==> config.mk <==
export PLATFORM = sky130hd
export DESIGN_NAME = hanoi_solver
export DESIGN_NICKNAME = d
export VERILOG_FILES = /design/src/rtl/hanoi_pkg.sv /design/src/rtl/hanoi_peg_tracker.sv /design/src/rtl/hanoi_solver.sv
export SDC_FILE = /design/constraint.sdc
export NUM_CORES = 1
export LEC_CHECK = 0
export CORE_UTILIZATION = 50
export DETAILED_ROUTE_END_ITERATION = 7
export DONT_BUFFER_PORTS = 1
export PLACE_DENSITY = 0.71
export SLEW_MARGIN = 20
export SYNTH_ARGS = -nofsm -noshare
export SYNTH_HDL_FRONTEND = slang
export SYNTH_SLANG_ARGS = --single-unit
==> constraint.sdc <==
create_clock -name clk -period 4.1 [get_ports clk]
set_input_delay 0.615 -clock clk [delete_from_list [all_inputs] [get_ports clk]]
set_output_delay 0.615 -clock clk [all_outputs]
set_load 0.02 [all_outputs]
==> src/rtl/hanoi_pkg.sv <==
// Shared types and helpers for the Towers of Hanoi move generator.
// Peg codes, FSM encoding and the modulo-3 reduction used by the move formula.
package hanoi_pkg;

    typedef logic [1:0] peg_t;

    localparam peg_t PEG0 = 2'd0;
    localparam peg_t PEG1 = 2'd1;
    localparam peg_t PEG2 = 2'd2;

    // Largest supported disk count; move formula operands are MAX_N+1 bits wide.
    localparam int MAX_N = 15;
    localparam int OPW   = MAX_N + 1;

    typedef enum logic [1:0] {
        ST_IDLE = 2'd0,
        ST_RUN  = 2'd1,
        ST_DONE = 2'd2
    } state_t;

    // Remainder folding MSB first: r' = (2r + bit) mod 3 keeps r in 0..2.
    function automatic peg_t mod3(input logic [OPW-1:0] x);
        logic [2:0] t;
        logic [1:0] r;
        r = 2'd0;
        for (int i = OPW - 1; i >= 0; i--) begin
            t = {r, 1'b0} + {2'b00, x[i]};
            if (t >= 3'd3) begin
                t = t - 3'd3;
            end
            r = t[1:0];
        end
        return r;
    endfunction

    function automatic peg_t swap12(input peg_t p);
        peg_t q;
        q = p;
        if (p == PEG1) begin
            q = PEG2;
        end else if (p == PEG2) begin
            q = PEG1;
        end
        return q;
    endfunction

endpackage

==> src/rtl/hanoi_peg_tracker.sv <==
// Shadow model of disk positions: three bitmaps (bit i = disk i, disk 0 smallest)
// with a combinational legality check of the move presented on fr/to.
module hanoi_peg_tracker
    import hanoi_pkg::*;
#(
    parameter int N = 4
) (
    input  logic clk,
    input  logic rst,
    input  logic init,
    input  logic apply,
    input  peg_t fr,
    input  peg_t to,
    output logic illegal
);

    logic [N-1:0] peg_q [3];
    logic [N-1:0] peg_d [3];
    logic [N-1:0] src_bits;
    logic [N-1:0] dst_bits;
    logic [N-1:0] mask;
    logic [3:0]   src_top;
    logic [3:0]   dst_top;

    // Priority encoder: the top disk of a peg is its lowest set bit.
    function automatic logic [3:0] top_of(input logic [N-1:0] b);
        logic [3:0] idx;
        idx = 4'd0;
        for (int i = N - 1; i >= 0; i--) begin
            if (b[i]) begin
                idx = 4'(i);
            end
        end
        return idx;
    endfunction

    always_comb begin
        src_bits = '0;
        dst_bits = '0;
        for (int p = 0; p < 3; p++) begin
            if (fr == peg_t'(p)) begin
                src_bits = peg_q[p];
            end
            if (to == peg_t'(p)) begin
                dst_bits = peg_q[p];
            end
        end
        src_top = top_of(src_bits);
        dst_top = top_of(dst_bits);
        illegal = (src_bits == '0) || ((dst_bits != '0) && (dst_top <= src_top));
    end

    // An illegal move is still committed so the shadow follows what the consumer saw.
    always_comb begin
        mask = '0;
        if (src_bits != '0) begin
            mask = N'(1) << src_top;
        end
        for (int p = 0; p < 3; p++) begin
            peg_d[p] = peg_q[p];
            if (apply) begin
                if (fr == peg_t'(p)) begin
                    peg_d[p] = peg_d[p] & ~mask;
                end
                if (to == peg_t'(p)) begin
                    peg_d[p] = peg_d[p] | mask;
                end
            end
        end
        if (init) begin
            peg_d[0] = '1;
            peg_d[1] = '0;
            peg_d[2] = '0;
        end
    end

    always_ff @(posedge clk) begin
        if (rst) begin
            peg_q[0] <= '1;
            peg_q[1] <= '0;
            peg_q[2] <= '0;
        end else begin
            for (int p = 0; p < 3; p++) begin
                peg_q[p] <= peg_d[p];
            end
        end
    end

endmodule

==> src/rtl/hanoi_solver.sv <==
// Emits the optimal 2^N-1 move sequence taking N disks from peg 0 to peg 2,
// one move per accepted handshake, while a peg tracker flags illegal moves.
module hanoi_solver
    import hanoi_pkg::*;
#(
    parameter int N  = 4,
    parameter int IW = N
) (
    input  logic          clk,
    input  logic          rst,
    input  logic          start,
    output logic          mv_valid,
    input  logic          mv_ready,
    output logic [1:0]    mv_fr,
    output logic [1:0]    mv_to,
    output logic [IW-1:0] mv_idx,
    output logic          busy,
    output logic          done,
    output logic          err,
    output state_t        dbg_state
);

    localparam int             MW     = N + 1;
    localparam logic [MW-1:0]  ONE    = MW'(1);
    localparam logic [MW-1:0]  LAST   = MW'((2 ** N) - 1);
    localparam bit             EVEN_N = (N % 2) == 0;

    state_t        state_q, state_d;
    logic [MW-1:0] m_q, m_d;
    peg_t          fr_q, fr_d;
    peg_t          to_q, to_d;
    logic [IW-1:0] idx_q, idx_d;
    logic          err_q, err_d;
    logic          load;
    logic          hs;
    logic          trk_init;
    logic          trk_apply;
    logic          trk_illegal;

    // Odd-N formula lands on peg 2; for even N relabelling pegs 1/2 does the same.
    function automatic peg_t src_of(input logic [MW-1:0] m);
        logic [MW-1:0] a;
        peg_t          p;
        a = m & (m - ONE);
        p = mod3(OPW'(a));
        return EVEN_N ? swap12(p) : p;
    endfunction

    // N+1 bits keep (m | (m-1)) + 1 = 2^N from wrapping on the last move.
    function automatic peg_t dst_of(input logic [MW-1:0] m);
        logic [MW-1:0] b;
        peg_t          p;
        b = (m | (m - ONE)) + ONE;
        p = mod3(OPW'(b));
        return EVEN_N ? swap12(p) : p;
    endfunction

    // Valid/ready: a move transfers in any cycle where mv_valid & mv_ready; while
    // mv_valid is high and mv_ready low the presented move holds unchanged.
    assign mv_valid = (state_q == ST_RUN);
    assign hs       = mv_valid & mv_ready;

    always_comb begin
        state_d   = state_q;
        m_d       = m_q;
        fr_d      = fr_q;
        to_d      = to_q;
        idx_d     = idx_q;
        err_d     = err_q;
        load      = 1'b0;
        trk_init  = 1'b0;
        trk_apply = 1'b0;
        case (state_q)
            ST_IDLE, ST_DONE: begin
                if (start) begin
                    state_d  = ST_RUN;
                    m_d      = ONE;
                    err_d    = 1'b0;
                    trk_init = 1'b1;
                    load     = 1'b1;
                end
            end
            ST_RUN: begin
                if (hs) begin
                    trk_apply = 1'b1;
                    err_d     = err_q | trk_illegal;
                    if (m_q == LAST) begin
                        state_d = ST_DONE;
                        fr_d    = PEG0;
                        to_d    = PEG0;
                        idx_d   = '0;
                    end else begin
                        m_d  = m_q + ONE;
                        load = 1'b1;
                    end
                end
            end
            default: begin
                state_d = ST_IDLE;
                fr_d    = PEG0;
                to_d    = PEG0;
                idx_d   = '0;
            end
        endcase
        if (load) begin
            fr_d  = src_of(m_d);
            to_d  = dst_of(m_d);
            idx_d = IW'(m_d);
        end
    end

    always_ff @(posedge clk) begin
        if (rst) begin
            state_q <= ST_IDLE;
            m_q     <= '0;
            fr_q    <= PEG0;
            to_q    <= PEG0;
            idx_q   <= '0;
            err_q   <= 1'b0;
        end else begin
            state_q <= state_d;
            m_q     <= m_d;
            fr_q    <= fr_d;
            to_q    <= to_d;
            idx_q   <= idx_d;
            err_q   <= err_d;
        end
    end

    hanoi_peg_tracker #(
        .N(N)
    ) u_trk (
        .clk    (clk),
        .rst    (rst),
        .init   (trk_init),
        .apply  (trk_apply),
        .fr     (fr_q),
        .to     (to_q),
        .illegal(trk_illegal)
    );

    assign mv_fr     = fr_q;
    assign mv_to     = to_q;
    assign mv_idx    = idx_q;
    assign busy      = (state_q == ST_RUN);
    assign done      = (state_q == ST_DONE);
    assign err       = err_q;
    assign dbg_state = state_q;

endmodule
# Yosys cells after proc, flatten, opt, wreduce, memory -nomap -nowiden
# Memories as Yosys holds them, arrays and structs flattened.
# Cells that the tools add are included.
# classes
eq_ne	17
mux	85
n_lt_le_gt_ge	11
n_addsub	21
n_shift	1
n_bitwise	14
n_reduce_logical	13
# op_table
op	count
$mux 4	25
$mux 2	39
$add 3x1->3	8
$ge 3x2->1 const B	8
$sub 2x2->2 const B	8
$mux 5	3
$and 4x4->4	3
$mux 12	1
$or 4x4->4	3
$mux 1	11
$add 5x1->5 const B	2
$eq 2x1->1 const B	5
$eq 2x2->1 const B	5
$pmux 5 s2	1
$reduce_and 3->1	3
$pmux 2 s2	2
$pmux 4 s2	1
$reduce_bool 4->1	2
$logic_not 2->1	3
$ne 3x1->1 const B	2
$and 5x5->5	1
$eq 5x4->1 const B	1
$or 5x5->5	1
$sub 5x1->5 const B	1
15 further kinds	23
# totals
ram_bits	12
regBits	16
mem_count	1
# memory_table
memory	words	width	read_ports	rd_ports_with_merged_regs	wr	line_no	text
u_trk.peg_q	3	4	3	0	3	hanoi_peg_tracker.sv:17	logic [N-1:0] peg_q [3];

# Depth between registers and ports, before layout
# logic_depth
word_depth	30
mapped_depth	16

# By module
# Synthesis repeated with hierarchy kept, for this count alone.
# hier_totals
hier_cells	245
hier_area_um2	2117.0
# modules_own_cells
module	n_inst	seq_area_each_um2	cells_per_inst	area_per_inst_um2
hanoi_solver	1	320.3	150	1261.2
hanoi_peg_tracker	1	240.2	95	855.8

# Worst setup path before layout
# Ideal clock, no wire load.
# synth_path
kind	input to register
startpoint	input port start
endpoint	register fr_q[1] (netlist: mv_fr[1])
t_arrival_ns	3.087
path_slack_ns	0.896
path_stages	14
cell_sequence	nor2b_2 buf_4 a2111oi_2 o32ai_2 and2_1 ha_1 nor2_1 o21ai_2 xnor2_1 ha_1 a31oi_1 and2_1 o211ai_1 a22o_1
# synth_via
elab_chain_len	27
# synth_lines
element	line_no	text
start: declaration	hanoi_solver.sv:11	input logic start,
$mux 5	hanoi_solver.sv:75	if (start) begin
$pmux 5 s2	hanoi_solver.sv:73	case (state_q)
$sub 5x1->5	hanoi_solver.sv:44	a = m & (m - ONE);
$and 5x5->5	hanoi_solver.sv:44	
$sub 1x2->2 / $ge 1x2->1 (equally long branches)	hanoi_pkg.sv:29, hanoi_pkg.sv:28	
$mux 2	hanoi_pkg.sv:28	if (t >= 3'd3) begin
$mux 2	hanoi_solver.sv:105	if (load) begin
$add 3x1->3	hanoi_pkg.sv:27	t = {r, 1'b0} + {2'b00, x[i]};
(+11 left out)	n/a	
$add 3x1->3	hanoi_pkg.sv:27	
$ge 3x2->1 / $sub 2x2->2 (equally long branches)	hanoi_pkg.sv:28, hanoi_pkg.sv:29	
$mux 2	hanoi_pkg.sv:28	
$mux 2	hanoi_solver.sv:105	
$eq 2x2->1	hanoi_pkg.sv:41	end else if (p == PEG2) begin
$mux 2	hanoi_pkg.sv:41	
$mux 2	hanoi_pkg.sv:39	if (p == PEG1) begin
$mux 2	hanoi_solver.sv:105	
end signal: assignment	hanoi_solver.sv:123	fr_q <= fr_d;
end: declaration	hanoi_solver.sv:30	peg_t fr_q, fr_d;
# Parallel ways exist; a longest one is shown, timed or not. The select of a mux whose other input is x is not followed.
# A chain may end at the register's enable or synchronous reset.

# Worst setup path after layout
# layout_path
startpoint	register m_q[1]
endpoint	register to_q[1] (netlist: mv_to[1])
# layout_via
elab_chain_len	30
# layout_lines
element	line_no	text
start: declaration	hanoi_solver.sv:29	logic [MW-1:0] m_q, m_d;
start signal: assignment	hanoi_solver.sv:122	m_q <= m_d;
$add 5x1->5 / $eq 5x4->1 (equally long branches)	hanoi_solver.sv:93, hanoi_solver.sv:87	
$mux 5	hanoi_solver.sv:87	if (m_q == LAST) begin
$mux 5	hanoi_solver.sv:84	if (hs) begin
$pmux 5 s2	hanoi_solver.sv:73	
$sub 5x1->5	hanoi_solver.sv:53	b = (m | (m - ONE)) + ONE;
$or 5x5->5	hanoi_solver.sv:53	
$add 5x1->5	hanoi_solver.sv:53	
$sub 1x2->2 / $ge 1x2->1 (equally long branches)	hanoi_pkg.sv:29, hanoi_pkg.sv:28	
(+14 left out)	n/a	
$add 3x1->3	hanoi_pkg.sv:27	
$ge 3x2->1 / $sub 2x2->2 (equally long branches)	hanoi_pkg.sv:28, hanoi_pkg.sv:29	
$mux 2	hanoi_pkg.sv:28	
$mux 2	hanoi_solver.sv:105	
$eq 2x2->1	hanoi_pkg.sv:41	
$mux 2	hanoi_pkg.sv:41	
$mux 2	hanoi_pkg.sv:39	
$mux 2	hanoi_solver.sv:105	
end signal: assignment	hanoi_solver.sv:124	to_q <= to_d;
end: declaration	hanoi_solver.sv:31	peg_t to_q, to_d;
# Parallel ways exist; a longest one is shown, timed or not. The select of a mux whose other input is x is not followed.

==> results.tsv <==
stage	metric	value	unit
sta	setup_viol	0	
power	swShare	28.2	%
placed_design	place_area	2020	sq um
synthesis	yosys.area.top_type	dfxtp_1	
worst_setup_path	r2r_end	mv_to[1]	
synthesis	synth_xor_area_share	1.30	%
routing	via_count	1829	
worst_setup_path	timing.rr.start	m_q[1]	
worst_setup_path	crit_path_max_fanout	8	
floorplanning	initial_core_util	53.4	%
worst_setup_path	cp-endpoint	mv_to[1]	
clock_tree	clk_latency	0.28	ns
routing	viasPerCell	6.08	
power	p_int	444	uW
synthesis	yosys_warnings	0	
floorplanning	io-pin-count	18	
floorplanning	die_area	4290	sq um
synthesis	yosysUniqueCellTypes	61	
synthesis	synth.top_cell.area_share	27.8	%
synthesis	synth_fa_ha_area_share	5.59	%
flow_run	cap_violations	0	
global_routing	grt_max_degree	17	
placed_design	dp.cells	297	
final_layout	fin_area	2090	sq um
global_routing	grt_pass1_wl	7790	microns
clock_tree	clk_path_buf_depth	2	
worst_setup_path	startpoint	m_q[1]	
worst_setup_path	path_class	reg -> reg	
routing	avgRoutedWirePerCell	15.4	microns
power	p_comb_share	16.5	%
routing	postRouteAntennaNets	0	
floorplanning	die_h	65.5	microns
clock_tree	cts_setup_buffers	0	
worst_setup_path	cp.arrival	3.87	ns
final_layout	nets	267	
synthesis	synth_top_family_by_area	simple AND/OR/NAND/NOR gates	
final_layout	antenna_cells	0	
synthesis	syn_avg_cell_area	7.75	sq um
synthesis	synthSimpleGateAreaFrac	27.2	%
synthesis	synthTopCellsByArea	dfxtp_1, nand2_1, nor2_1	
synthesis	ys_seq_area_share	27.8	%
sta	slew_headroom	46.6	%
worst_setup_path	cp-end-kind	register	
clock_tree	cts_sinks	28	
power	leakage	0.790	nW
final_layout	area_growth_syn_to_layout	3.98	%
synthesis	synthTopCellsByCount	nand2_1, nor2_1, dfxtp_1, a21oi_1, o21ai_0	
sta	finalCritPeriodShare	90.0	%
global_routing	grt_util_all_layers	23.4	%
sta	grt_setup_unrepaired	false	
synthesis	synth-seq-cells	28	
synthesis	netlist_area	2010	sq um
floorplanning	coreArea	3770	sq um
synthesis	synth_mux_area_share	5.53	%
final_layout	finish.utilization	55.5	%
final_layout	fin_cells	301	
floorplanning	die_x	65.5	microns
global_routing	overflow	0	
global_routing	grt_pass1_vias	1644	
final_layout	fillers	357	
clock_tree	cts_root_buffer	clkbuf_8	
power	clockPowerShare	36.0	%
synthesis	syn_nets	273	
run_status	status	finished clean	
routing	drtIter0Drc	123	
global_routing	antenna_found_initial	0	
sta	finalCriticalPeriod	3.69	ns
worst_setup_path	r2r_cells	15	
power	seqPwrFrac	47.5	%
sta	hold_violations	0	
synthesis	ys.flop_type	dfxtp_1	
synthesis	synth_cells	260	
sta	fmax	271	MHz
synthesis	synth_edf_count	0	
routing	route.detailed.drc	0	
clock_tree	clk_pin_slew	0.10	ns
clock_tree	cts_resized	0	
power	switchingPower	175	uW
placed_design	gp_congestion	0.844	
routing	dr.pass1.iters	4	
power	power	619	uW
clock_tree	cts_buffers	3	
routing	routed_wl	4630	microns
power	p_per_area	296	nW/um^2
clock_tree	htreeDepth	1	
sta	skew	0.00448	ns
sta	maxSlewViolCount	0	
worst_setup_path	reg2reg_slack	0.41	ns
final_layout	drive_above_1_share	9.49	%
placed_design	dpl.hpwl	3420	microns
worst_setup_path	required	4.28	ns
clock_tree	cts_tree	yes	
synthesis	async_flop_share	0	%
sta	fin_setup_tns	0	ns
worst_setup_path	cp-start-kind	register	
worst_hold_path	min_path_type	in -> reg	
power	peakVddDrop	0.164	mV
sta	worst_pin_slew	0.799	ns
synthesis	synth_compound_area_share	27.2	%
floorplanning	fp-row-count	22	
clock_tree	cts_hold_buf	0	
placed_design	portBuffers	0	
[through the flow]
step / setup WS [ns] / hold slack, ns
after floorplan: 0.896 / 0.451
after global placement: 0.541 / 0.469
after detailed placement: 0.505 / 0.471
after CTS: 0.469 / 0.385
after global routing: 0.110 / 0.368
final: 0.409 / 0.392
[power by group through the flow]
stage	registers [mW]	clock network (mW)	logic [mW]
CTS	0.294	0.228	0.101
global route	0.296	0.238	0.115
detailed placement	0.301	0	0.100
finish	0.294	0.223	0.102
global placement	0.301	0	0.100
floorplan	0.295	0	0.0892
[per-layer routing]
metal	share of wire, %	GRT usage [%]	vias to the layer above	routed length, microns
li1	-	-	925	-
met1	52	35.3	844	2400
met2	41	33.5	56	1900
met3	6.3	3.65	4	290
met4	0.86	7.34	0	40
met5	0	0	-	0
[how the worst min path moves through the flow]
| stage | start | endpoint | slack [ns] | cells past startpoint |
|---|---|---|---|---|
| 2_1_floorplan | u_trk.peg_q[0][1] | u_trk.peg_q[0][1] | 0.45 | 2 |
| 3_3_place_gp | u_trk.peg_q[0][1] | u_trk.peg_q[0][1] | 0.47 | 2 |
| 3_5_place_dp | u_trk.peg_q[0][1] | u_trk.peg_q[0][1] | 0.47 | 2 |
| 4_1_cts | rst | dbg_state[1] | 0.39 | 1 |
| 5_1_grt | rst | dbg_state[1] | 0.37 | 1 |
| 6_report | rst | dbg_state[1] | 0.39 | 1 |
[cells by family after synthesis]
kind of cell    after synthesis
simple gates                109
compound gates               75
flops                        28
buf+inv                      25
mux                          11
fa+ha+maj                     9
xor+xnor                      3
[flip-flops by register name, summed over array words and instances (netlist names)]
register,flops
dbg_state,2
err,1
m_q,5
mv_fr,2
mv_idx,4
mv_to,2
u_trk.peg_q,12
[worst max-delay path, stage by stage (launching register included)]
cell and delay [ns]:
dfxtp_1 0.49, ha_1 0.32, nand4b_2 0.23, a2111oi_2 0.38
a221oi_2 0.10, a211oi_2 0.30, a211oi_2 0.08, ha_1 0.20
nor2_1 0.19, o221ai_2 0.15, xor2_1 0.25, inv_1 0.08
ha_1 0.18, a21oi_1 0.25, nand3_1 0.12, a32o_1 0.27
[layout make-up]
cell class	count	area, sq um	share of cell area [%]
clock buffers	3	41.3	1.97
clock inverters	1	30.0	1.43
inverters	13	48.8	2.33
multi-input cells	207	1350	64.3
flip-flops and latches	28	561	26.8
well taps	48	60.1	2.87
repair buffers	1	7.51	0.358
[cells in the final DEF, fill, tap and decap left out, types with 4 or more instances in the layout]
cell type	n
a21oi_1	18
inv_1	13
o21ai_0	14
mux2i_1	10
nor2_1	33
a22oi_1	7
nand2b_1	5
nand3_1	7
nand2_1	33
nor3_1	4
nor2b_1	5
dfxtp_1	28
ha_1	9
Power figures use the tool's default switching activity.
